## src/rtl/bram_stream_reader_if.sv

```systemverilog
// Bus bundle for bram_stream_reader: the 2-cycle BRAM read port and the outgoing stream.
// master = reader side, slave = RAM/stream-sink side.
interface bram_stream_reader_if #(
   parameter int RAM_WIDTH  = 32,
   parameter int ADDR_LINES = 4
);
   logic                  ram_en_o;
   logic [ADDR_LINES-1:0] ram_addr_o;
   logic                  ram_regce_o;
   logic                  ram_rstn_o;
   logic [RAM_WIDTH-1:0]  ram_dout_i;

   logic                  m_valid_o;
   logic                  m_ready_i;
   logic [RAM_WIDTH-1:0]  m_data_o;
   logic                  m_last_o;

   modport master (
      output ram_en_o, ram_addr_o, ram_regce_o, ram_rstn_o,
      input  ram_dout_i,
      output m_valid_o, m_data_o, m_last_o,
      input  m_ready_i
   );

   modport slave (
      input  ram_en_o, ram_addr_o, ram_regce_o, ram_rstn_o,
      output ram_dout_i,
      input  m_valid_o, m_data_o, m_last_o,
      output m_ready_i
   );
endinterface

```

## src/rtl/bram_stream_reader.sv

```systemverilog
// Streams len_i words from a 2-cycle-latency BRAM starting at base_addr_i, through a 4-entry
// credit-controlled FIFO. Define BRAM_RD_ABORT_EN to add abort_i and the FLUSH state.
module bram_stream_reader #(
   parameter int RAM_WIDTH  = 32,
   parameter int ADDR_LINES = 4
) (
   input  logic                  clk_i,
   input  logic                  rst_i,
   input  logic                  start_i,
   input  logic [ADDR_LINES-1:0] base_addr_i,
   input  logic [ADDR_LINES:0]   len_i,
`ifdef BRAM_RD_ABORT_EN
   input  logic                  abort_i,
`endif
   output logic                  busy_o,
   output logic                  done_o,
   bram_stream_reader_if.master  bus
);

`ifdef BRAM_RD_ABORT_EN
   typedef enum logic [1:0] {IDLE, ISSUE, DRAIN, FLUSH} state_t;
`else
   typedef enum logic [1:0] {IDLE, ISSUE, DRAIN} state_t;
`endif

   localparam logic [ADDR_LINES:0]   LEN_ONE  = (ADDR_LINES+1)'(1);
   localparam logic [ADDR_LINES-1:0] ADDR_ONE = ADDR_LINES'(1);

   state_t                r_state, w_state_nxt;
   logic [ADDR_LINES-1:0] r_addr;
   logic [ADDR_LINES:0]   r_issue_left, r_beats_left;
   logic                  r_en_d1, r_en_d2, r_zero_done;
`ifdef BRAM_RD_ABORT_EN
   logic                  r_flush_cnt;
`endif

   logic [RAM_WIDTH-1:0]  r_fifo [4];
   logic [1:0]            r_wr_ptr, r_rd_ptr;
   logic [2:0]            r_count;

   logic                  w_abort, w_ram_en, w_capture, w_valid, w_beat, w_last_beat;
   logic [2:0]            w_inflight;

`ifdef BRAM_RD_ABORT_EN
   assign w_abort   = abort_i && (r_state == ISSUE || r_state == DRAIN);
   assign w_capture = r_en_d2 && (r_state != FLUSH);
`else
   assign w_abort   = 1'b0;
   assign w_capture = r_en_d2;
`endif

   // Reads still in the RAM pipeline count against FIFO space so returning data always fits.
   assign w_inflight  = {2'b00, r_en_d1} + {2'b00, r_en_d2} + r_count;
   assign w_ram_en    = (r_state == ISSUE) && (w_inflight < 3'd4) && !w_abort;
   assign w_valid     = (r_count != 3'd0);
   assign w_beat      = w_valid && bus.m_ready_i;
   assign w_last_beat = w_beat && (r_beats_left == LEN_ONE);

   assign busy_o = (r_state != IDLE);
   assign done_o = r_zero_done || ((r_state == DRAIN) && w_last_beat && !w_abort);

   assign bus.ram_en_o    = w_ram_en;
   assign bus.ram_addr_o  = r_addr;
   assign bus.ram_regce_o = r_en_d1;
   assign bus.ram_rstn_o  = ~rst_i;
   assign bus.m_valid_o   = w_valid;
   assign bus.m_last_o    = w_valid && (r_beats_left == LEN_ONE);
   assign bus.m_data_o    = w_valid ? r_fifo[r_rd_ptr] : '0;

   // NOTE: every always_comb output gets a default before the case, so no path can infer a latch.
   always_comb begin
      w_state_nxt = r_state;
      case (r_state)
         IDLE:  if (start_i && (len_i != '0)) w_state_nxt = ISSUE;
         ISSUE: begin
            if (w_ram_en && (r_issue_left == LEN_ONE)) w_state_nxt = DRAIN;
`ifdef BRAM_RD_ABORT_EN
            if (w_abort) w_state_nxt = FLUSH;
`endif
         end
         DRAIN: begin
            if (w_last_beat) w_state_nxt = IDLE;
`ifdef BRAM_RD_ABORT_EN
            if (w_abort) w_state_nxt = FLUSH;
`endif
         end
`ifdef BRAM_RD_ABORT_EN
         FLUSH: if (r_flush_cnt) w_state_nxt = IDLE;
`endif
         default: w_state_nxt = IDLE;
      endcase
   end

   // NOTE: sequential state uses non-blocking assignments so every register samples pre-edge values.
   always_ff @(posedge clk_i) begin
      if (rst_i) begin
         r_state      <= IDLE;
         r_addr       <= '0;
         r_issue_left <= '0;
         r_beats_left <= '0;
         r_en_d1      <= 1'b0;
         r_en_d2      <= 1'b0;
         r_zero_done  <= 1'b0;
      end else begin
         r_state     <= w_state_nxt;
         r_en_d1     <= w_ram_en;
         r_en_d2     <= r_en_d1;
         r_zero_done <= (r_state == IDLE) && start_i && (len_i == '0);
         if ((r_state == IDLE) && start_i) begin
            r_addr       <= base_addr_i;
            r_issue_left <= len_i;
            r_beats_left <= len_i;
         end else begin
            if (w_ram_en) begin
               r_addr       <= r_addr + ADDR_ONE;
               r_issue_left <= r_issue_left - LEN_ONE;
            end
            if (w_beat) r_beats_left <= r_beats_left - LEN_ONE;
         end
      end
   end

`ifdef BRAM_RD_ABORT_EN
   always_ff @(posedge clk_i) begin
      if (rst_i || r_state != FLUSH) r_flush_cnt <= 1'b0;
      else                           r_flush_cnt <= ~r_flush_cnt;
   end
`endif

   always_ff @(posedge clk_i) begin
      if (rst_i || w_abort) begin
         r_wr_ptr <= '0;
         r_rd_ptr <= '0;
         r_count  <= '0;
      end else begin
         if (w_capture) r_wr_ptr <= r_wr_ptr + 2'd1;
         if (w_beat)    r_rd_ptr <= r_rd_ptr + 2'd1;
         case ({w_capture, w_beat})
            2'b10:   r_count <= r_count + 3'd1;
            2'b01:   r_count <= r_count - 3'd1;
            default: r_count <= r_count;
         endcase
      end
   end

   // NOTE: FIFO storage is left unreset; m_data_o is masked while empty so stale words never show.
   always_ff @(posedge clk_i) begin
      if (w_capture) r_fifo[r_wr_ptr] <= bus.ram_dout_i;
   end

endmodule

```

## src/flat_wrapper.sv

```systemverilog
// flat-port wrapper written by rule: the top's interface ports become plain ports
module bram_stream_reader_flat 
#(
   parameter int RAM_WIDTH  = 32,
   parameter int ADDR_LINES = 4
)
  (clk_i, rst_i, start_i, base_addr_i, len_i, busy_o, done_o, bus_ram_en_o, bus_ram_addr_o, bus_ram_regce_o, bus_ram_rstn_o, bus_ram_dout_i, bus_m_valid_o, bus_m_data_o, bus_m_last_o, bus_m_ready_i);
  bram_stream_reader_if #(.RAM_WIDTH(RAM_WIDTH), .ADDR_LINES(ADDR_LINES)) bus_i ();
  input  logic clk_i;
  input  logic rst_i;
  input  logic start_i;
  input  logic [ADDR_LINES-1:0] base_addr_i;
  input  logic [ADDR_LINES:0] len_i;
  output logic busy_o;
  output logic done_o;
  output wire logic [$bits(bus_i.ram_en_o)-1:0] bus_ram_en_o;
  output wire logic [$bits(bus_i.ram_addr_o)-1:0] bus_ram_addr_o;
  output wire logic [$bits(bus_i.ram_regce_o)-1:0] bus_ram_regce_o;
  output wire logic [$bits(bus_i.ram_rstn_o)-1:0] bus_ram_rstn_o;
  input wire logic [$bits(bus_i.ram_dout_i)-1:0] bus_ram_dout_i;
  output wire logic [$bits(bus_i.m_valid_o)-1:0] bus_m_valid_o;
  output wire logic [$bits(bus_i.m_data_o)-1:0] bus_m_data_o;
  output wire logic [$bits(bus_i.m_last_o)-1:0] bus_m_last_o;
  input wire logic [$bits(bus_i.m_ready_i)-1:0] bus_m_ready_i;
  assign bus_ram_en_o = bus_i.ram_en_o;
  assign bus_ram_addr_o = bus_i.ram_addr_o;
  assign bus_ram_regce_o = bus_i.ram_regce_o;
  assign bus_ram_rstn_o = bus_i.ram_rstn_o;
  assign bus_i.ram_dout_i = bus_ram_dout_i;
  assign bus_m_valid_o = bus_i.m_valid_o;
  assign bus_m_data_o = bus_i.m_data_o;
  assign bus_m_last_o = bus_i.m_last_o;
  assign bus_i.m_ready_i = bus_m_ready_i;
  bram_stream_reader #(.RAM_WIDTH(RAM_WIDTH), .ADDR_LINES(ADDR_LINES)) u_core (.clk_i(clk_i), .rst_i(rst_i), .start_i(start_i), .base_addr_i(base_addr_i), .len_i(len_i), .busy_o(busy_o), .done_o(done_o), .bus(bus_i));
endmodule
```

## config.mk

```make
export PLATFORM = sky130hd
export DESIGN_NAME = bram_stream_reader_flat
export DESIGN_NICKNAME = d
export VERILOG_FILES = /design/src/rtl/bram_stream_reader_if.sv /design/src/rtl/bram_stream_reader.sv /design/src/flat_wrapper.sv
export SDC_FILE = /design/constraint.sdc
export NUM_CORES = 1
export LEC_CHECK = 0
export CAP_MARGIN = 20
export CORE_MARGIN = 3
export CORE_UTILIZATION = 30
export DETAILED_ROUTE_END_ITERATION = 16
export PLACE_DENSITY_LB_ADDON = 0.15
export SLEW_MARGIN = 20
export SYNTH_ARGS = -nofsm -noshare
export SYNTH_HDL_FRONTEND = slang
export SYNTH_SLANG_ARGS = --single-unit
```

## constraint.sdc

```tcl
create_clock -name clk_i -period 3.1 [get_ports clk_i]
set_input_delay 0.775 -clock clk_i [delete_from_list [all_inputs] [get_ports clk_i]]
set_output_delay 0.775 -clock clk_i [all_outputs]
set_load 0.01 [all_outputs]
```

==> out/metrics.cfg, run 1 <==
[pwr]
p_clk_frac = 0.376
power_switching_mw = 1.39
p_per_area_nw_per_um2 = 661
switching_share = 0.258
seq_power_share = 0.445
intPower_mw = 3.99
p_leak_nw = 2.64
comb_power_share = 0.179
ir_worst_vdd_mv = 0.353

[synth]
synth-seq-cells = 156
async_flop_share = 0
synth_top_area_cell = edfxtp_1
synth_top_area_share = 0.617
yosysWarningCount = 0
syn_nets = 424
synth_edf_count = 128
synth_area_um2 = 6230
synth_area_leaders = edfxtp_1 62%, mux4_2 12%, dfxtp_1 9.0%, nor2b_1 3.5%, ha_1 2.4%
ys_types = 41
avgSynthCellArea_um2 = 17.0
synthCells = 366
synthFlopType = edfxtp_1
ys_seq_area_frac = 0.707

[critical_path]
worst-r2r-setup-slack_ns = 0.89
required_ns = 2.32
end_kind = primary output
critPathLaunchType = register
worstPathMaxFanout = 8
critPathArrivalTime_ns = 2.23
path_class = register to primary output

[global_routing]
first_global_vias = 3745
grt_max_degree = 22
grtUsageTotal = 0.123
antenna_found_initial = 0
overflow = 0
grt_pass1_wl_um = 20700

[outcome]
status = completed

[floorplanning]
ios = 88
die_h_um = 150
die_x_um = 150
initial_utilization = 0.307
num_rows = 52
die-area_um2 = 22500
core_um2 = 20300

[detailed_routing]
vias = 3444
vias_per_cell = 4.57
drt_iter0_drc = 111
first_pass_iters = 4
drt_wl_total_um = 13100
routedWlPerCell_um = 17.4
drc = 0
postRouteAntennaNets = 0

[placement]
post-dp-hpwl_um = 8710
gp_congestion = 0.759
pre_cts_ws_ns = 0.118
place_inst = 723
port_buffers = 87

[timing]
fin_ws_ns = 0.0954
max_freq_mhz = 333
final_max_slew_viol_count = 0
fin_skew_ns = 0.00842
whs_ns = 0.479
finalHoldViolCount = 0
min_period_ns = 3.00
slew_headroom = 0.568
fin_setup_tns_ns = 0
worst_pin_slew_ns = 0.646
rsz0062_at_grt = no
period_share = 0.969
setup_violations = 0

[finish]
layout-drive-gt1-share = 0.184
area_growth_pct = 30.6
insertedDiodeCount = 0
post-route-util = 0.401
fillers = 1882
final_cells = 754
final_nets = 530

[clocking]
cts_made_buffers = 17
clk_pin_slew_ns = 0.06
ctsHoldBuffers = 0
clk-insertion-delay-late_ns = 0.42
cts_tree = done
post_cts_buffers = 0
clockRootBuffer = clkbuf_16
cts_htree_levels = 4
clockBufferDepth = 2
cts_num_sinks = 156

[flow_run]
drv_cap = 0

[worst_hold_path]
hp-class = register to register

==> cell usage in the layout (no fill, tap or decap), types with 5 or more instances in the layout <==
cell	count
a21oi_1	9
nor3_1	6
xor2_1	6
xnor2_1	5
nor2b_1	35
buf_4	12
inv_6	7
o21ai_0	6
clkbuf_16	17
nor2_1	18
nand2_1	9
a211oi_1	5
inv_1	15
edfxtp_1	128
mux4_2	32
ha_1	12
dfxtp_1	25
clkdlybuf4s50_1	86
==> metal layers <==
layer,up-vias,wire (um),global-route usage
met3,6,687,0.0394
met2,86,6680,0.209
li1,1618,-,-
met4,0,89,0.0329
met5,-,0,0
met1,1734,5690,0.152
==> through the flow <==
step	power [mW]	instance area [um^2]
after detailed placement	3.42	7550
after CTS	5.47	8130
after floorplan	2.93	6230
after global placement	3.41	7550
final	5.38	8140
after global routing	5.65	8140
==> registers in the layout, indices dropped and copies added, names as in the netlist, named ones only <==
signal	count
u_core.r_beats_left	5
u_core.bus.ram_addr_o	4
u_core.r_rd_ptr	2
u_core.r_count	3
u_core.r_issue_left	5
u_core.r_wr_ptr	2
u_core.r_fifo	128
u_core.r_zero_done	1
u_core.r_state	2
u_core.r_en_d2	1
u_core.bus.ram_regce_o	1
==> synth_stat cells (all sizes together), types with 2 or more instances <==
cell type,count
a211oi,5
a21oi,9
a311oi,3
and2,5
buf,4
clkbuf,12
dfxtp,28
edfxtp,128
ha,12
inv,16
mux2i,2
mux4,32
nand2,9
nand2b,2
nand3,3
nor2,18
nor2b,35
nor3,7
o21ai,6
or3,2
xnor2,5
xor2,6
==> power by group through the flow <==
stage	Combinational [mW]	Clock, mW	Sequential (mW)
global route	1.07	2.18	2.40
global placement	0.977	0	2.43
floorplan	0.513	0	2.42
detailed placement	0.981	0	2.44
CTS	0.988	2.09	2.39
finish	0.964	2.03	2.39
==> final cells by class <==
cell class | instances | area [um^2] | area share
sequential | 156 | 4410 | 0.541
multi-input combinational | 178 | 1730 | 0.213
timing repair buffer | 103 | 1030 | 0.127
clock buffer | 17 | 425 | 0.0523
tap | 270 | 338 | 0.0415
clock inverter | 14 | 149 | 0.0183
inverter | 16 | 60.1 | 0.00738
==> cells by family after synthesis <==
family                     Yosys count  share of synthesized area
AOI/OAI and AO/OA                   33                     0.0363
adders and majority gates           13                     0.0273
DFF                                156                      0.707
xor gates and xnor gates            11                     0.0155
muxes                               34                      0.119
buffers and inverters               32                     0.0199
and+or+nand+nor                     87                     0.0757
==> timing repair <==
action | CTS | global route
gates resized for setup | 3 | 2
pin swaps | 0 | 1
setup endpoints to repair | 2 | 2
==> critical path, cell delays in order (launching register included) <==
cell and delay [ns]:
dfxtp_2 0.36, ha_1 0.19, ha_1 0.29, a311o_1 0.37, a31o_4 0.29, inv_2 0.06
dlygate4sd2_1 0.26
==> worst paths after layout <==
kind | from | end | depth (start not counted)
worst max register to register | u_core.r_count[2] | u_core.r_count[2] | 8
worst min register to register | u_core.bus.ram_regce_o | u_core.r_en_d2 | 1
worst max-delay path | u_core.r_en_d2 | bus_ram_en_o | 6
worst min-delay path | u_core.bus.ram_regce_o | u_core.r_en_d2 | 1
(Power assumes the default switching activity.)
==> run 2, diff against run 1 <==
--- a/config.mk
+++ b/config.mk
@@ -9,6 +9,7 @@
 export CORE_MARGIN = 3
 export CORE_UTILIZATION = 30
 export DETAILED_ROUTE_END_ITERATION = 16
+export DONT_BUFFER_PORTS = 1
 export PLACE_DENSITY_LB_ADDON = 0.15
 export SLEW_MARGIN = 20
 export SYNTH_ARGS = -nofsm -noshare
==> run 2 against run 1 <==
Net effect: clock-buffer cell count stayed put; utilization is 4.4 points lower; register-to-register slack worse by 0.10 ns; largest power group unchanged; global-route usage is 0.59 points lower; final cell count is 12% lower; clock power is 5% higher; critical path depth is 1 lower; largest cell class unchanged.
==> out/metrics.cfg, run 2 (synthesis results as in run 1) <==
[detailed_routing]
vias_per_cell = 4.75
drt_wl_total_um = 12500
drt_iter0_drc = 121
first_pass_iters = 5
postRouteAntennaNets = 0
routedWlPerCell_um = 18.9
drc = 0
vias = 3147

[finish]
reg.largest.list = u_core.r_fifo (128), u_core.r_beats_left (5), u_core.r_issue_left (5)
area_growth_pct = 16.4
final_cells = 663
largest_register = u_core.r_fifo
final_cell_mix = 128 x edfxtp_1, 35 x nor2b_1, 32 x mux4_2
layout-drive-gt1-share = 0.216
post-route-util = 0.357
insertedDiodeCount = 0
largest_reg_flops = 128
layout_commonest_cell = edfxtp_1
fillers = 1969
final_nets = 438
multi_input_area_um2 = 1720
register_area_um2 = 4410

[timing]
max_freq_mhz = 341
finalHoldViolCount = 0
fin_skew_ns = 0.00990
fin_setup_tns_ns = 0
period_share = 0.945
worst_pin_slew_ns = 0.748
setup_violations = 0
final_max_slew_viol_count = 0
rsz0062_at_grt = no
min_period_ns = 2.93
whs_ns = 0.411
slew_headroom = 0.494

[flow_run]
drv_cap = 0

[pwr]
comb_power_share = 0.121
intPower_mw = 3.89
p_leak_nw = 2.29
power_mw = 5.18
p_clk_frac = 0.413
power_switching_mw = 1.29
seq_power_share = 0.466
switching_share = 0.249
ir_worst_vdd_mv = 0.353
p_per_area_nw_per_um2 = 715

[global_routing]
first_global_vias = 3463
grt_pass1_wl_um = 19200
grtUsageTotal = 0.117
antenna_found_initial = 0
grt_max_degree = 33
overflow = 0

[floorplanning]
die_x_um = 150
num_rows = 52
die-area_um2 = 22500
core_um2 = 20300
ios = 88
die_h_um = 150
initial_utilization = 0.307

[worst_hold_path]
hold_path_end = u_core.r_en_d2
hp-start = rst_i
hold_depth = 1
hp-class = input pin to register

[placement]
port_buffers = 0
place_inst = 631
post-dp-hpwl_um = 8090
gp_congestion = 0.700

[critical_path]
critPathLaunchType = register
worst-r2r-setup-slack_ns = 0.79
end_kind = primary output
rr_worst_depth = 6
r2r_start = u_core.bus.ram_regce_o
required_ns = 2.32
path_cells = ha_1 -> ha_1 -> a311o_1 -> a31o_2 -> inv_2
cp_common_cell = ha_1
critPathSlowestCell = a311o_1
r2r-end = u_core.r_issue_left[4]
worstPathMaxFanout = 10
critPathArrivalTime_ns = 2.16
path_class = register to primary output
critPathMaxStageDelay_ns = 0.39

[clocking]
clk_pin_slew_ns = 0.07
clockRootBuffer = clkbuf_16
clk-insertion-delay-late_ns = 0.42
ctsHoldBuffers = 0
cts_num_sinks = 156
cts_tree = done
cts_htree_levels = 4
post_cts_buffers = 0
cts_made_buffers = 17
clockBufferDepth = 2

[outcome]
status = completed

[run 2: cell count changes in the layout (fill, tap and decap cells not counted), moves of 2 or more]
cell             change
inv_6                -2
inv_8                -2
bufinv_16            +2
clkdlybuf4s50_1     -86
buf_4                -4
[run 2: worst max-delay path by stage]
stage | start | to | slack, ns | cells after the start
after global routing | u_core.bus.ram_regce_o | bus_ram_en_o | 0.06 | 5
final | u_core.bus.ram_regce_o | bus_ram_en_o | 0.17 | 5
after detailed placement | u_core.r_en_d2 | bus_ram_en_o | 0.56 | 5
after global placement | u_core.r_en_d2 | bus_ram_en_o | 0.60 | 5
after floorplan | bus_m_ready_i | u_core.r_count[2] | 0.64 | 8
after CTS | u_core.r_en_d2 | bus_ram_en_o | 0.08 | 5
[run 2: per-stage QoR]
stage | setup WS (ns) | cell area (um^2)
after global placement | 0.601 | 6640
after CTS | 0.0819 | 7250
after floorplan | 0.642 | 6230
final | 0.170 | 7250
after global routing | 0.0617 | 7250
after detailed placement | 0.561 | 6640
[run 2: per-layer routing]
metal | vias up | wire [um] | track usage
met5 | - | 0 | 0
li1 | 1428 | - | -
met3 | 12 | 1100 | 0.0596
met4 | 0 | 159 | 0.0412
met1 | 1623 | 4810 | 0.119
met2 | 84 | 6470 | 0.207
[run 2: final cells by class]
type,instances,area share
sequential,156,0.608
multi-input combinational,178,0.237
clock buffer,17,0.0587
tap,270,0.0466
clock inverter,15,0.0257
timing repair buffer,11,0.0166
inverter,16,0.00828
[run 2: critical path: cells and delay by family, from the launching register on]
family | cells | cell delay (ns)
compound gates | 2 | 0.69
fa+ha+maj | 2 | 0.50
buf+inv | 1 | 0.19
flops | 1 | 0.36
[run 2: power groups by stage]
stage	Combinational, mW	Clock, mW	Sequential (mW)
after floorplan	0.513	0	2.42
after global placement	0.649	0	2.46
after detailed placement	0.652	0	2.46
after CTS	0.655	2.21	2.42
after global routing	0.708	2.29	2.43
final	0.629	2.14	2.41
[run 2: repair_timing]
item | CTS | global route
gates resized for setup | 0 | 1
setup endpoints to repair | 0 | 1
endpoints found under the hold margin | 0 | 0
==> run 3, diff against run 2 <==
--- a/config.mk
+++ b/config.mk
@@ -6,7 +6,7 @@
 export NUM_CORES = 1
 export LEC_CHECK = 0
 export CAP_MARGIN = 20
-export CORE_MARGIN = 3
+export CORE_MARGIN = 5
 export CORE_UTILIZATION = 30
 export DETAILED_ROUTE_END_ITERATION = 16
 export DONT_BUFFER_PORTS = 1
==> run 3 against run 2 <==
Net effect: global-route usage shrank 0.38 points; non-clock buffer count fell by 1; clock skew down 0.0036 ns; design area fell by 1.5%; critical endpoint unchanged; largest cell class unchanged.
==> out/metrics.cfg, run 3 (synthesis results as in run 1) <==
[pwr]
power_mw = 4.94
p_per_area_nw_per_um2 = 691
ir_worst_vdd_mv = 0.358
p_leak_nw = 2.23

[placement]
gp_congestion = 0.762
pre_cts_ws_ns = 0.539
post-dp-hpwl_um = 8220
placed_area_um2 = 6610
port_buffers = 0

[critical_path]
end_kind = primary output
worstPathMaxFanout = 10
path_class = register to primary output
required_ns = 2.32
critPathArrivalTime_ns = 2.14
critPathLaunchType = register

[finish]
largest_register = u_core.r_fifo
final_nets = 437
insertedDiodeCount = 0
area_growth_pct = 14.7
largest_reg_flops = 128
post-route-util = 0.351
layout_commonest_cell = edfxtp_1
final_cell_mix = 128 x edfxtp_1, 35 x nor2b_1, 32 x mux4_2
layout-drive-gt1-share = 0.199
fin_area_um2 = 7150
reg.largest.list = u_core.r_fifo (128), u_core.r_beats_left (5), u_core.r_issue_left (5)

[clocking]
cts_num_sinks = 156
cts_tree = done
clk_pin_slew_ns = 0.06
cts-resized-gates = 0
clockRootBuffer = clkbuf_16
clockBufferDepth = 2
clk-insertion-delay-late_ns = 0.41
cts_made_buffers = 17
ctsHoldBuffers = 0
post_cts_buffers = 0
cts_htree_levels = 4

[global_routing]
antenna_found_initial = 0
grtUsageTotal = 0.113
grt_pass1_wl_um = 20200
overflow = 0
first_global_vias = 3301
grt_max_degree = 30

[timing]
fin_setup_tns_ns = 0
final_max_slew_viol_count = 0
setup_violations = 0
worst_pin_slew_ns = 0.659
finalHoldViolCount = 0
fin_skew_ns = 0.00633
max_freq_mhz = 343
rsz0062_at_grt = no
period_share = 0.941
slew_headroom = 0.555
fin_ws_ns = 0.183
min_period_ns = 2.92

[detailed_routing]
drt_wl_total_um = 12900
drt_iter0_drc = 155
drc = 0
vias = 3093
routedWlPerCell_um = 19.5
first_pass_iters = 4
vias_per_cell = 4.67
postRouteAntennaNets = 0

[flow_run]
drv_cap = 0

[floorplanning]
die_x_um = 154
core_um2 = 20400
ios = 88
initial_utilization = 0.306
num_rows = 52
die_h_um = 154
die-area_um2 = 23800

[outcome]
status = completed

[worst_hold_path]
hp-class = input pin to register

run 3: changes by cell type in the layout (fill, tap and decap cells not counted), moves of 2 or more:
cell        change
clkinvlp_4      +2
bufinv_16       -2
buf_12          -2
clkbuf_1        +6
inv_6           -4
run 3: area by class of cell:
| cell class | count | area (um^2) |
|---|---|---|
| clock buffer | 23 | 448 |
| fill | 1955 | 13200 |
| multi-input combinational | 178 | 1720 |
| sequential | 156 | 4410 |
| timing repair buffer | 10 | 87.6 |
| clock inverter | 9 | 90.1 |
| tap | 270 | 338 |
| inverter | 16 | 60.1 |
run 3: worst paths after layout:
| kind | startpoint | end | slack (ns) | depth (start not counted) |
|---|---|---|---|---|
| worst max-delay path | u_core.bus.ram_regce_o | bus_ram_en_o | 0.18 | 5 |
| worst min register to register | u_core.r_issue_left[4] | u_core.r_issue_left[4] | 0.49 | 1 |
| worst max register to register | u_core.bus.ram_regce_o | u_core.bus.ram_addr_o[3] | 0.87 | 6 |
| worst min-delay path | rst_i | u_core.r_en_d2 | 0.43 | 1 |
run 3: through the flow:
stage	hold slack, ns	cells
3_3_place_gp	0.474	630
3_5_place_dp	0.475	630
6_report	0.429	662
4_1_cts	0.405	662
5_1_grt	0.407	662
2_1_floorplan	0.451	366
run 3: power breakdown:
part | switching, mW | internal (mW)
clock | 0.795 | 1.11
sequential | 0.0684 | 2.33
combinational | 0.364 | 0.271
total | 1.23 | 3.71
run 3: metal layers:
layer	routed length, um	global-route usage
met1	5280	0.132
met5	0	0
met3	829	0.0410
met4	155	0.0416
met2	6620	0.192
run 3: critical path: stages (launching register included):
cell,delay (ns)
dfxtp_1,0.36
ha_1,0.21
ha_1,0.28
a311o_1,0.39
a31o_2,0.30
inv_2,0.19
